`config.mk`:
```
export PLATFORM = sky130hd
export DESIGN_NAME = mem_request_arbiter
export DESIGN_NICKNAME = d
export VERILOG_FILES = /design/src/rtl/mem_request_arbiter_pkg.sv /design/src/rtl/mem_request_arbiter_rr_priority_picker.sv /design/src/rtl/mem_request_arbiter.sv
export SDC_FILE = /design/constraint.sdc
export NUM_CORES = 1
export LEC_CHECK = 0
export CELL_PAD_IN_SITES_DETAIL_PLACEMENT = 0
export CELL_PAD_IN_SITES_GLOBAL_PLACEMENT = 1
export CORE_ASPECT_RATIO = 1.75
export CORE_MARGIN = 1.5
export CORE_UTILIZATION = 42
export CTS_CLUSTER_SIZE = 28
export DETAILED_ROUTE_END_ITERATION = 10
export GPL_TIMING_DRIVEN = 0
export HOLD_SLACK_MARGIN = 0.08
export PLACE_DENSITY_LB_ADDON = 0.1
export SYNTH_ARGS = -nofsm -noshare
export SYNTH_HDL_FRONTEND = slang
export SYNTH_SLANG_ARGS = --single-unit
```
`constraint.sdc`:
```
create_clock -name clk_i -period 3.5 [get_ports clk_i]
set_input_delay 0.7 -clock clk_i [delete_from_list [all_inputs] [get_ports clk_i]]
set_output_delay 0.7 -clock clk_i [all_outputs]
set_load 0.01 [all_outputs]
```
`src/rtl/mem_request_arbiter_pkg.sv`:
```
`default_nettype none
// ============================================================================
//  Module   : mem_request_arbiter_pkg
//  Purpose  : Shared FSM state encoding and AMO field width for the
//             data-memory request arbiter.
//  Revision : 1.0 - initial release
// ============================================================================
package mem_request_arbiter_pkg;

    // Width of the AMO funct5 field carried with every request
    localparam int AMO_TYPE_W = 5;

    // Arbiter sequencing: pick a winner, strobe it downstream, wait for the
    // atomic unit, then return the response to the winner.
    typedef enum logic [1:0] {
        ST_IDLE  = 2'd0,
        ST_ISSUE = 2'd1,
        ST_WAIT  = 2'd2,
        ST_RESP  = 2'd3
    } arb_state_e;

endpackage
`default_nettype wire

```
`src/rtl/mem_request_arbiter_rr_priority_picker.sv`:
```
`default_nettype none
// ============================================================================
//  Module   : rr_priority_picker
//  Purpose  : Combinational round-robin winner selection. Rotates the pending
//             vector so the pointer position becomes bit 0, finds the first
//             set bit, then maps the offset back to an absolute core index.
//  Revision : 1.0 - initial release
// ============================================================================
module rr_priority_picker #(
    parameter int CORE_NUMS      = 4,
    parameter int CORE_NUMS_BITS = 2
) (
    input  logic [CORE_NUMS-1:0]      pending_i,
    input  logic [CORE_NUMS_BITS-1:0] ptr_i,
    output logic                      valid_o,
    output logic [CORE_NUMS_BITS-1:0] winner_o
);

    localparam logic [CORE_NUMS_BITS:0] C_NUM_EXT = (CORE_NUMS_BITS+1)'(CORE_NUMS);

    logic [2*CORE_NUMS-1:0]  doubled;
    logic [CORE_NUMS-1:0]    rotated;
    logic [CORE_NUMS_BITS-1:0] offset;
    logic [CORE_NUMS_BITS:0] sum;

    // Doubling the vector turns the rotation into a plain part-select
    assign doubled = {pending_i, pending_i};
    assign rotated = doubled[ptr_i +: CORE_NUMS];
    assign valid_o = |pending_i;

    // Find-first-set in the rotated domain; the lowest offset wins
    always_comb begin
        offset = '0;
        for (int i = CORE_NUMS-1; i >= 0; i--) begin
            if (rotated[i]) begin
                offset = CORE_NUMS_BITS'(i);
            end
        end
    end

    // Un-rotate: (ptr + offset) mod CORE_NUMS without a divider
    always_comb begin
        sum = {1'b0, ptr_i} + {1'b0, offset};
        if (sum >= C_NUM_EXT) begin
            sum = sum - C_NUM_EXT;
        end
    end

    assign winner_o = sum[CORE_NUMS_BITS-1:0];

endmodule
`default_nettype wire

```
`src/rtl/mem_request_arbiter.sv`:
```
`default_nettype none
// ============================================================================
//  Module   : mem_request_arbiter
//  Purpose  : Buffers one request per core and serialises them round-robin
//             onto the single request port of the atomic unit. Request fields
//             stay stable from issue until the response cycle.
//  Revision : 1.0 - initial release
// ============================================================================
module mem_request_arbiter
    import mem_request_arbiter_pkg::*;
#(
    parameter int CORE_NUMS      = 4,
    parameter int CORE_NUMS_BITS = 2,
    parameter int XLEN           = 32
) (
    input  logic                            clk_i,
    input  logic                            rstn_i,
    // core side
    input  logic [CORE_NUMS-1:0]            P_strobe_i,
    input  logic [CORE_NUMS*XLEN-1:0]       P_addr_i,
    input  logic [CORE_NUMS-1:0]            P_rw_i,
    input  logic [CORE_NUMS*XLEN-1:0]       P_data_i,
    input  logic [CORE_NUMS-1:0]            P_is_amo_i,
    input  logic [CORE_NUMS*AMO_TYPE_W-1:0] P_amo_type_i,
    output logic [CORE_NUMS-1:0]            P_done_o,
    output logic [XLEN-1:0]                 P_data_o,
    // atomic unit side
    output logic [CORE_NUMS_BITS-1:0]       core_id_o,
    output logic                            core_strobe_o,
    output logic [XLEN-1:0]                 core_addr_o,
    output logic                            core_rw_o,
    output logic [XLEN-1:0]                 core_data_o,
    output logic                            core_is_amo_o,
    output logic [AMO_TYPE_W-1:0]           core_amo_type_o,
    input  logic                            core_done_i,
    input  logic [XLEN-1:0]                 core_data_i
);

    localparam logic [CORE_NUMS_BITS-1:0] C_LAST_ID = CORE_NUMS_BITS'(CORE_NUMS-1);

    arb_state_e                state_q, state_d;
    logic [CORE_NUMS_BITS-1:0] grant_q, grant_d;
    logic [CORE_NUMS_BITS-1:0] ptr_q, ptr_d;
    logic [XLEN-1:0]           rdata_q, rdata_d;
    logic [CORE_NUMS-1:0]      pending_q;

    logic [XLEN-1:0]           addr_q     [CORE_NUMS];
    logic [XLEN-1:0]           wdata_q    [CORE_NUMS];
    logic [AMO_TYPE_W-1:0]     amo_type_q [CORE_NUMS];
    logic [CORE_NUMS-1:0]      rw_q;
    logic [CORE_NUMS-1:0]      is_amo_q;

    logic [CORE_NUMS-1:0]      accept;
    logic [CORE_NUMS-1:0]      clear_mask;
    logic                      clear_grant;
    logic                      pick_valid;
    logic [CORE_NUMS_BITS-1:0] pick_winner;

    // A strobe from a core that already has a request buffered is dropped
    assign accept     = P_strobe_i & ~pending_q;
    assign clear_mask = clear_grant ? (CORE_NUMS'(1) << grant_q) : '0;

    rr_priority_picker #(
        .CORE_NUMS      (CORE_NUMS),
        .CORE_NUMS_BITS (CORE_NUMS_BITS)
    ) u_picker (
        .pending_i (pending_q),
        .ptr_i     (ptr_q),
        .valid_o   (pick_valid),
        .winner_o  (pick_winner)
    );

    // Per-core request buffers and pending flags
    always_ff @(posedge clk_i or negedge rstn_i) begin
        if (!rstn_i) begin
            pending_q <= '0;
            rw_q      <= '0;
            is_amo_q  <= '0;
            for (int k = 0; k < CORE_NUMS; k++) begin
                addr_q[k]     <= '0;
                wdata_q[k]    <= '0;
                amo_type_q[k] <= '0;
            end
        end else begin
            // accept and clear never hit the same core: the granted core is
            // still pending in the cycle its request completes
            pending_q <= (pending_q & ~clear_mask) | accept;
            for (int k = 0; k < CORE_NUMS; k++) begin
                if (accept[k]) begin
                    addr_q[k]     <= P_addr_i[k*XLEN +: XLEN];
                    wdata_q[k]    <= P_data_i[k*XLEN +: XLEN];
                    amo_type_q[k] <= P_amo_type_i[k*AMO_TYPE_W +: AMO_TYPE_W];
                    rw_q[k]       <= P_rw_i[k];
                    is_amo_q[k]   <= P_is_amo_i[k];
                end
            end
        end
    end

    // FSM and arbitration state registers
    always_ff @(posedge clk_i or negedge rstn_i) begin
        if (!rstn_i) begin
            state_q <= ST_IDLE;
            grant_q <= '0;
            ptr_q   <= '0;
            rdata_q <= '0;
        end else begin
            state_q <= state_d;
            grant_q <= grant_d;
            ptr_q   <= ptr_d;
            rdata_q <= rdata_d;
        end
    end

    // Next-state logic: arbitrate, issue, wait for completion, respond
    always_comb begin
        state_d     = state_q;
        grant_d     = grant_q;
        ptr_d       = ptr_q;
        rdata_d     = rdata_q;
        clear_grant = 1'b0;
        case (state_q)
            ST_IDLE: begin
                if (pick_valid) begin
                    grant_d = pick_winner;
                    state_d = ST_ISSUE;
                end
            end
            ST_ISSUE: begin
                state_d = ST_WAIT;
            end
            ST_WAIT: begin
                if (core_done_i) begin
                    rdata_d     = core_data_i;
                    clear_grant = 1'b1;
                    state_d     = ST_RESP;
                end
            end
            ST_RESP: begin
                ptr_d   = (grant_q == C_LAST_ID) ? '0 : grant_q + CORE_NUMS_BITS'(1);
                state_d = ST_IDLE;
            end
            default: begin
                state_d = ST_IDLE;
            end
        endcase
    end

    // Downstream request comes straight from the granted buffer; the buffer
    // cannot be overwritten before the response cycle has ended.
    assign core_id_o       = grant_q;
    assign core_strobe_o   = (state_q == ST_ISSUE);
    assign core_addr_o     = addr_q[grant_q];
    assign core_rw_o       = rw_q[grant_q];
    assign core_data_o     = wdata_q[grant_q];
    assign core_is_amo_o   = is_amo_q[grant_q];
    assign core_amo_type_o = amo_type_q[grant_q];

    assign P_done_o = (state_q == ST_RESP) ? (CORE_NUMS'(1) << grant_q) : '0;
    assign P_data_o = (state_q == ST_RESP) ? rdata_q : '0;

endmodule
`default_nettype wire

```
Yosys cells after proc, flatten, opt, wreduce, memory -nomap -nowiden
Index checks and enable logic that the tools add are counted.
{ "op_classes": {"mux": 27, "n_bitwise": 6, "n_eq_ne": 6, "reduce_logical": 5, "order_cmp": 3, "add_sub_neg": 3, "n_shift": 2} }
{ "op_table": {"columns": ["operator", "count"], "rows": [
  ["32-bit 2-to-1 mux", 5],
  ["32-bit binary-select mux with 2-bit select", 2],
  ["2-bit 2-to-1 mux", 8],
  ["5-bit binary-select mux with 2-bit select", 1],
  ["5-bit 2-to-1 mux", 2],
  ["4-bit AND", 2],
  ["4-bit 2-to-1 mux", 2],
  ["4-bit NOT", 2],
  ["2-bit case mux with 4 select lines", 1],
  ["8-bit by 3-bit variable part select with 4-bit output", 1],
  ["2-bit == test, second input constant", 3],
  ["3-bit >= comparator, second input constant", 2],
  ["2-bit AND reduction", 3],
  ["1-bit binary-select mux with 2-bit select", 2],
  ["1-bit 2-to-1 mux", 4],
  ["2-bit != test, second input constant", 2],
  ["4-bit OR", 1],
  ["4-bit OR reduction", 1],
  ["1-bit by 2-bit left shift with 4-bit output, first input constant", 1],
  ["2-bit by 2-bit adder with 3-bit output", 1],
  ["2-bit by 3-bit less-than comparator with 1-bit output, second input constant", 1],
  ["2-bit NOT with 3-bit output", 1],
  ["2-bit by 1-bit adder with 2-bit output, second input constant", 1],
  ["2-bit by 1-bit == test with 1-bit output, second input constant", 1],
  ["2 further kinds", 2]
]} }
{ "word_totals": {"out_inout_bits": 110, "in_bits": 323, "wordCells": 77, "ff_bits": 326} }

Depth between registers and ports, before layout
{ "depth": {"word_depth": 8, "depth_mapped": 10, "mapped_depth_nobuf": 9} }

Modules after synthesis
A second synthesis with hierarchy kept.
{ "unflattened": {"hier_cells": 868, "hier_area_um2": 14392.6} }
{ "modules_own_cells": {"columns": ["mod", "seq_area_each_um2", "area_each_um2", "cells_each", "instances"], "rows": [
  ["mem_request_arbiter", 8157.8, 14213.6, 841, 1],
  ["rr_priority_picker", 0.0, 178.9, 27, 1]
]} }

Worst setup path after synthesis
No wires, ideal clock.
{ "synth_path": {"path_type": "register to output", "start": "reg grant_q[0], in the netlist core_id_o[0]", "end": "out core_addr_o[10]", "path_stages_with_launch": 4, "t_arrival_ns": 1.351, "required_ns": 2.800, "path_buffers": 2, "path_slack_ns": 1.449, "cell_sequence": "dfrtp_1 > buf_6 > buf_6 > mux4_2"} }
{ "synth_between": {"elab_chain_cells": 4} }
{ "synth_rtl": {"columns": ["element", "line_no", "source"], "rows": [
  ["start, declared", "mem_request_arbiter.sv:42", "logic [CORE_NUMS_BITS-1:0] grant_q, grant_d;"],
  ["start signal, assigned", "mem_request_arbiter.sv:109", "grant_q <= grant_d;"],
  ["2-bit NOT with 3-bit output (not written as such)", "mem_request_arbiter.sv:153", "assign core_addr_o = addr_q[grant_q];"],
  ["32-bit binary-select mux with 2-bit select", "mem_request_arbiter.sv:153", null],
  ["32-bit 2-to-1 mux (not written as such) (2 in a row)", "mem_request_arbiter.sv:153", null],
  ["end, declared", "mem_request_arbiter.sv:30", "output logic [XLEN-1:0] core_addr_o,"]
]} }
No other way between the ends. The select of a mux whose other input is x is not followed.

Worst setup path after layout
{ "layout_path": {"start": "reg grant_q[1], in the netlist core_id_o[1]", "end": "out P_done_o[0]"} }
{ "layout_between": {"elab_chain_cells": 2} }
{ "layout_rtl": {"columns": ["element", "line_no", "source"], "rows": [
  ["1-bit by 2-bit left shift with 4-bit output", "mem_request_arbiter.sv:159", "assign P_done_o = (state_q == ST_RESP) ? (CORE_NUMS'(1) << grant_q) : '0;"],
  ["4-bit 2-to-1 mux", "mem_request_arbiter.sv:159", null],
  ["end, declared", "mem_request_arbiter.sv:25", "output logic [CORE_NUMS-1:0] P_done_o,"]
]} }
No other way between the ends.

==> flow_metrics.env <==
export IMPL_dr_wl_met3_mm=3.05
export IMPL_synthArstFlopShare=1.00
export IMPL_power_density_nw_per_um2=873
export IMPL_final_hold_viol_count=0
export IMPL_num_vias=9254
export IMPL_synthCells=875
export IMPL_gp_congestion=0.783
export IMPL_nets=1679
export IMPL_synth_seq_cells=326
export IMPL_ctsHoldBuffers=1
export IMPL_post_cts_buffers=0
export IMPL_viasPerCell=5.03
export IMPL_first_pass_iters=4
export IMPL_wirelength_mm=39.9
export IMPL_dieArea_um2=35900
export IMPL_drt_iter0_drc=183
export IMPL_core_area_um2=34300
export IMPL_crit_path_start="core_id_o[1]$_DFFE_PN0P_"
export IMPL_crit_required_ns=2.80
export IMPL_ant_nets=0
export IMPL_synth_edf_count=0
export IMPL_synth_cell_types=34
export IMPL_clockBufferDepth=3
export IMPL_synthTopCellsByCount="326 x dfrtp_1, 316 x mux2_1, 71 x mux4_2"
export IMPL_p_leak_nw=8.51
export IMPL_cp_start_kind="flip-flop"
export IMPL_yosysTopAreaCell="dfrtp_1"
export IMPL_worstMarginPinSlew_ns=0.607
export IMPL_p_switching_mw=5.45
export IMPL_post_route_util=0.604
export IMPL_layout_cells_non_filler=1838
export IMPL_outcome="finished, final reports clean"
export IMPL_antenna_found_initial=11
export IMPL_rsz0062_at_grt="false"
export IMPL_cts_inserted_buffers=34
export IMPL_synth_main_ff_cell="dfrtp_1"
export IMPL_drc=0
export IMPL_tritoncts="done"
export IMPL_clk_pin_slew_ns=0.06
export IMPL_hold_path_class="flip-flop to flip-flop"
export IMPL_avgSynthCellArea_um2=16.7
export IMPL_fmax_ghz=0.304
export IMPL_pin_count=433
export IMPL_grt_first_pass_wirelength_mm=60.9
export IMPL_cts_sinks=326
export IMPL_start_util=0.425
export IMPL_area_delta_synth_final_pct=42.2
export IMPL_yosys_warnings=0
export IMPL_power_frac_seq=0.364
export IMPL_htreeDepth=2
export IMPL_synth_nets=1207
export IMPL_yosysSeqAreaShare=0.559
export IMPL_die_h_um=250
export IMPL_dpl_cell_count=1770
export IMPL_grt_max_degree=115
export IMPL_drive_gt1_frac=0.139
export IMPL_top_layer="met5"
export IMPL_synth_area_leaders="dfrtp_1 56%, mux2_1 24%, mux4_2 11%"
export IMPL_dp_slack_ns=0.675
export IMPL_die_w_um=144
export IMPL_worstSkewPairLatency_ns=0.52
export IMPL_crit_path_end_kind="output port"
export IMPL_skew_ns=0.0125
export IMPL_max_slew_margin=0.595
export IMPL_finalCritPeriodShare=0.941
export IMPL_grt_pass1_vias=10500
export IMPL_wl_per_cell_um=21.7
export IMPL_numPortBuffers=432
export IMPL_cp_arrival_ns=2.59
export IMPL_fin_crit_ns=3.29
export IMPL_crit_type="flip-flop to output port"
export IMPL_groute_usage_overall=0.229
export IMPL_hpwlAfterDp_mm=30.3
export IMPL_cts_resized=0
export IMPL_whs_ns=0.479
export IMPL_rows=90
export IMPL_finalMaxSlewViolations=0
export IMPL_syn_area_um2=14600
export IMPL_grt_overflow_total=0
export IMPL_route_met2_wl_mm=21.6
export IMPL_hp_start="addr_q[52]$_DFFE_PN0P_"
export IMPL_finalSetupViolCount=0
export IMPL_p_int_mw=12.7
export IMPL_cap_violations=0
export IMPL_synth_most_common_cell="dfrtp_1"
export IMPL_nFillCells=2762
export IMPL_synth_top_cell_area_share=0.559
export IMPL_crit_fanout=10
export IMPL_p_sw_frac=0.301
export IMPL_pwr_share_clk=0.204
export IMPL_worst_slack_ns=0.206
export IMPL_setup_tns_ns=0
export IMPL_r2r_start="pending_q[3]$_DFF_PN0_"
export IMPL_ir_drop_mv=0.488
export IMPL_power_frac_comb=0.432
export IMPL_cts_root_buf="clkbuf_16"
export IMPL_wl_met1_mm=14.1
-- layout make-up --
class                           count  area [um2]  area share
Sequential cell                   326        8160       0.393
Multi-Input combinational cell    482        5850       0.282
Antenna cell                        9        22.5     0.00109
Inverter                            7        26.3     0.00127
Tap cell                          460         576      0.0277
Clock inverter                      9        97.6     0.00470
Timing Repair Buffer              436        4420       0.213
Clock buffer                       49        1040      0.0502
Buffer                             60         558      0.0269
-- kinds of logic (layout without fill, tap and decap cells) --
group	Yosys count	after routing	share of synthesized area
AOI/OAI and AO/OA	21	21	0.0118
xor gates and xnor gates	1	1	0.000600
adders and majority gates	9	9	0.00772
buffers and inverters	67	561	0.0400
DFF	326	326	0.559
muxes	389	389	0.355
other	0	9	0
and+or+nand+nor	62	62	0.0259
-- metrics by stage --
| step | area (um2) | power (mW) |
|---|---|---|
| after floorplan | 14600 | 11.0 |
| after global placement | 19500 | 14.5 |
| after detailed placement | 19600 | 14.7 |
| after CTS | 20700 | 18.4 |
| after global routing | 20800 | 19.2 |
| final | 20800 | 18.1 |
-- critical path, stage by stage (launching register included) --
cell and delay [ns]:
dfrtp_1 0.45, buf_2 0.31, buf_2 0.34, inv_1 0.11
ha_1 0.21, and2_1 0.15, clkdlybuf4s50_1 0.49
-- worst paths after layout --
| path | endpoint | slack, ns | cells past startpoint |
|---|---|---|---|
| worst max-delay path | P_done_o[0] | 0.21 | 6 |
| worst min-delay path | addr_q[52]$_DFFE_PN0P_ | 0.48 | 1 |
| worst max register to register | core_id_o[1]$_DFFE_PN0P_ | 1.36 | 10 |
| worst min register to register | addr_q[52]$_DFFE_PN0P_ | 0.48 | 1 |
| max in group asynchronous | addr_q[39]$_DFFE_PN0P_ | 1.54 | 4 |
| min in group asynchronous | wdata_q[37]$_DFFE_PN0P_ | 0.64 | 2 |
-- sequential cells by signal (all words and copies together), names as in the netlist --
| signal | cells |
|---|---|
| addr_q | 128 |
| amo_type_q | 20 |
| core_id_o | 2 |
| is_amo_q | 4 |
| pending_q | 4 |
| ptr_q | 2 |
| rdata_q | 32 |
| rw_q | 4 |
| state_q | 2 |
| wdata_q | 128 |
-- layer usage --
metal | track usage | vias to the layer above
met5 | 0 | -
met4 | 0.0840 | 4
met3 | 0.0700 | 62
met2 | 0.415 | 308
met1 | 0.246 | 4728
li1 | - | 4152
-- power groups by stage --
stage | Clock (mW) | Sequential, mW | Combinational (mW)
2_1_floorplan | 0 | 6.30 | 4.67
4_1_cts | 3.81 | 6.62 | 8.01
3_5_place_dp | 0 | 6.69 | 7.97
3_3_place_gp | 0 | 6.63 | 7.83
6_report | 3.69 | 6.60 | 7.83
5_1_grt | 3.93 | 6.85 | 8.45
-- layout by cell type, fill, tap and decap left out, types with 4 or more instances in the layout --
| master | netlist | final |
|---|---|---|
| a21o_1 | 4 | 4 |
| and2_1 | 36 | 36 |
| buf_2 | 11 | 11 |
| buf_4 | 5 | 5 |
| buf_6 | 40 | 40 |
| clkbuf_1 | 4 | 9 |
| clkbuf_16 | 0 | 37 |
| clkbuf_8 | 0 | 7 |
| clkdlybuf4s50_1 | 0 | 431 |
| clkinv_2 | 0 | 6 |
| dfrtp_1 | 326 | 326 |
| diode_2 | 0 | 9 |
| ha_1 | 9 | 9 |
| inv_1 | 7 | 7 |
| mux2_1 | 316 | 316 |
| mux4_2 | 71 | 71 |
| nand2_1 | 6 | 6 |
| nand3_1 | 4 | 4 |
| nor2_1 | 4 | 4 |
| nor2b_1 | 6 | 6 |
Note: power is estimated with default switching activity, not from simulation.
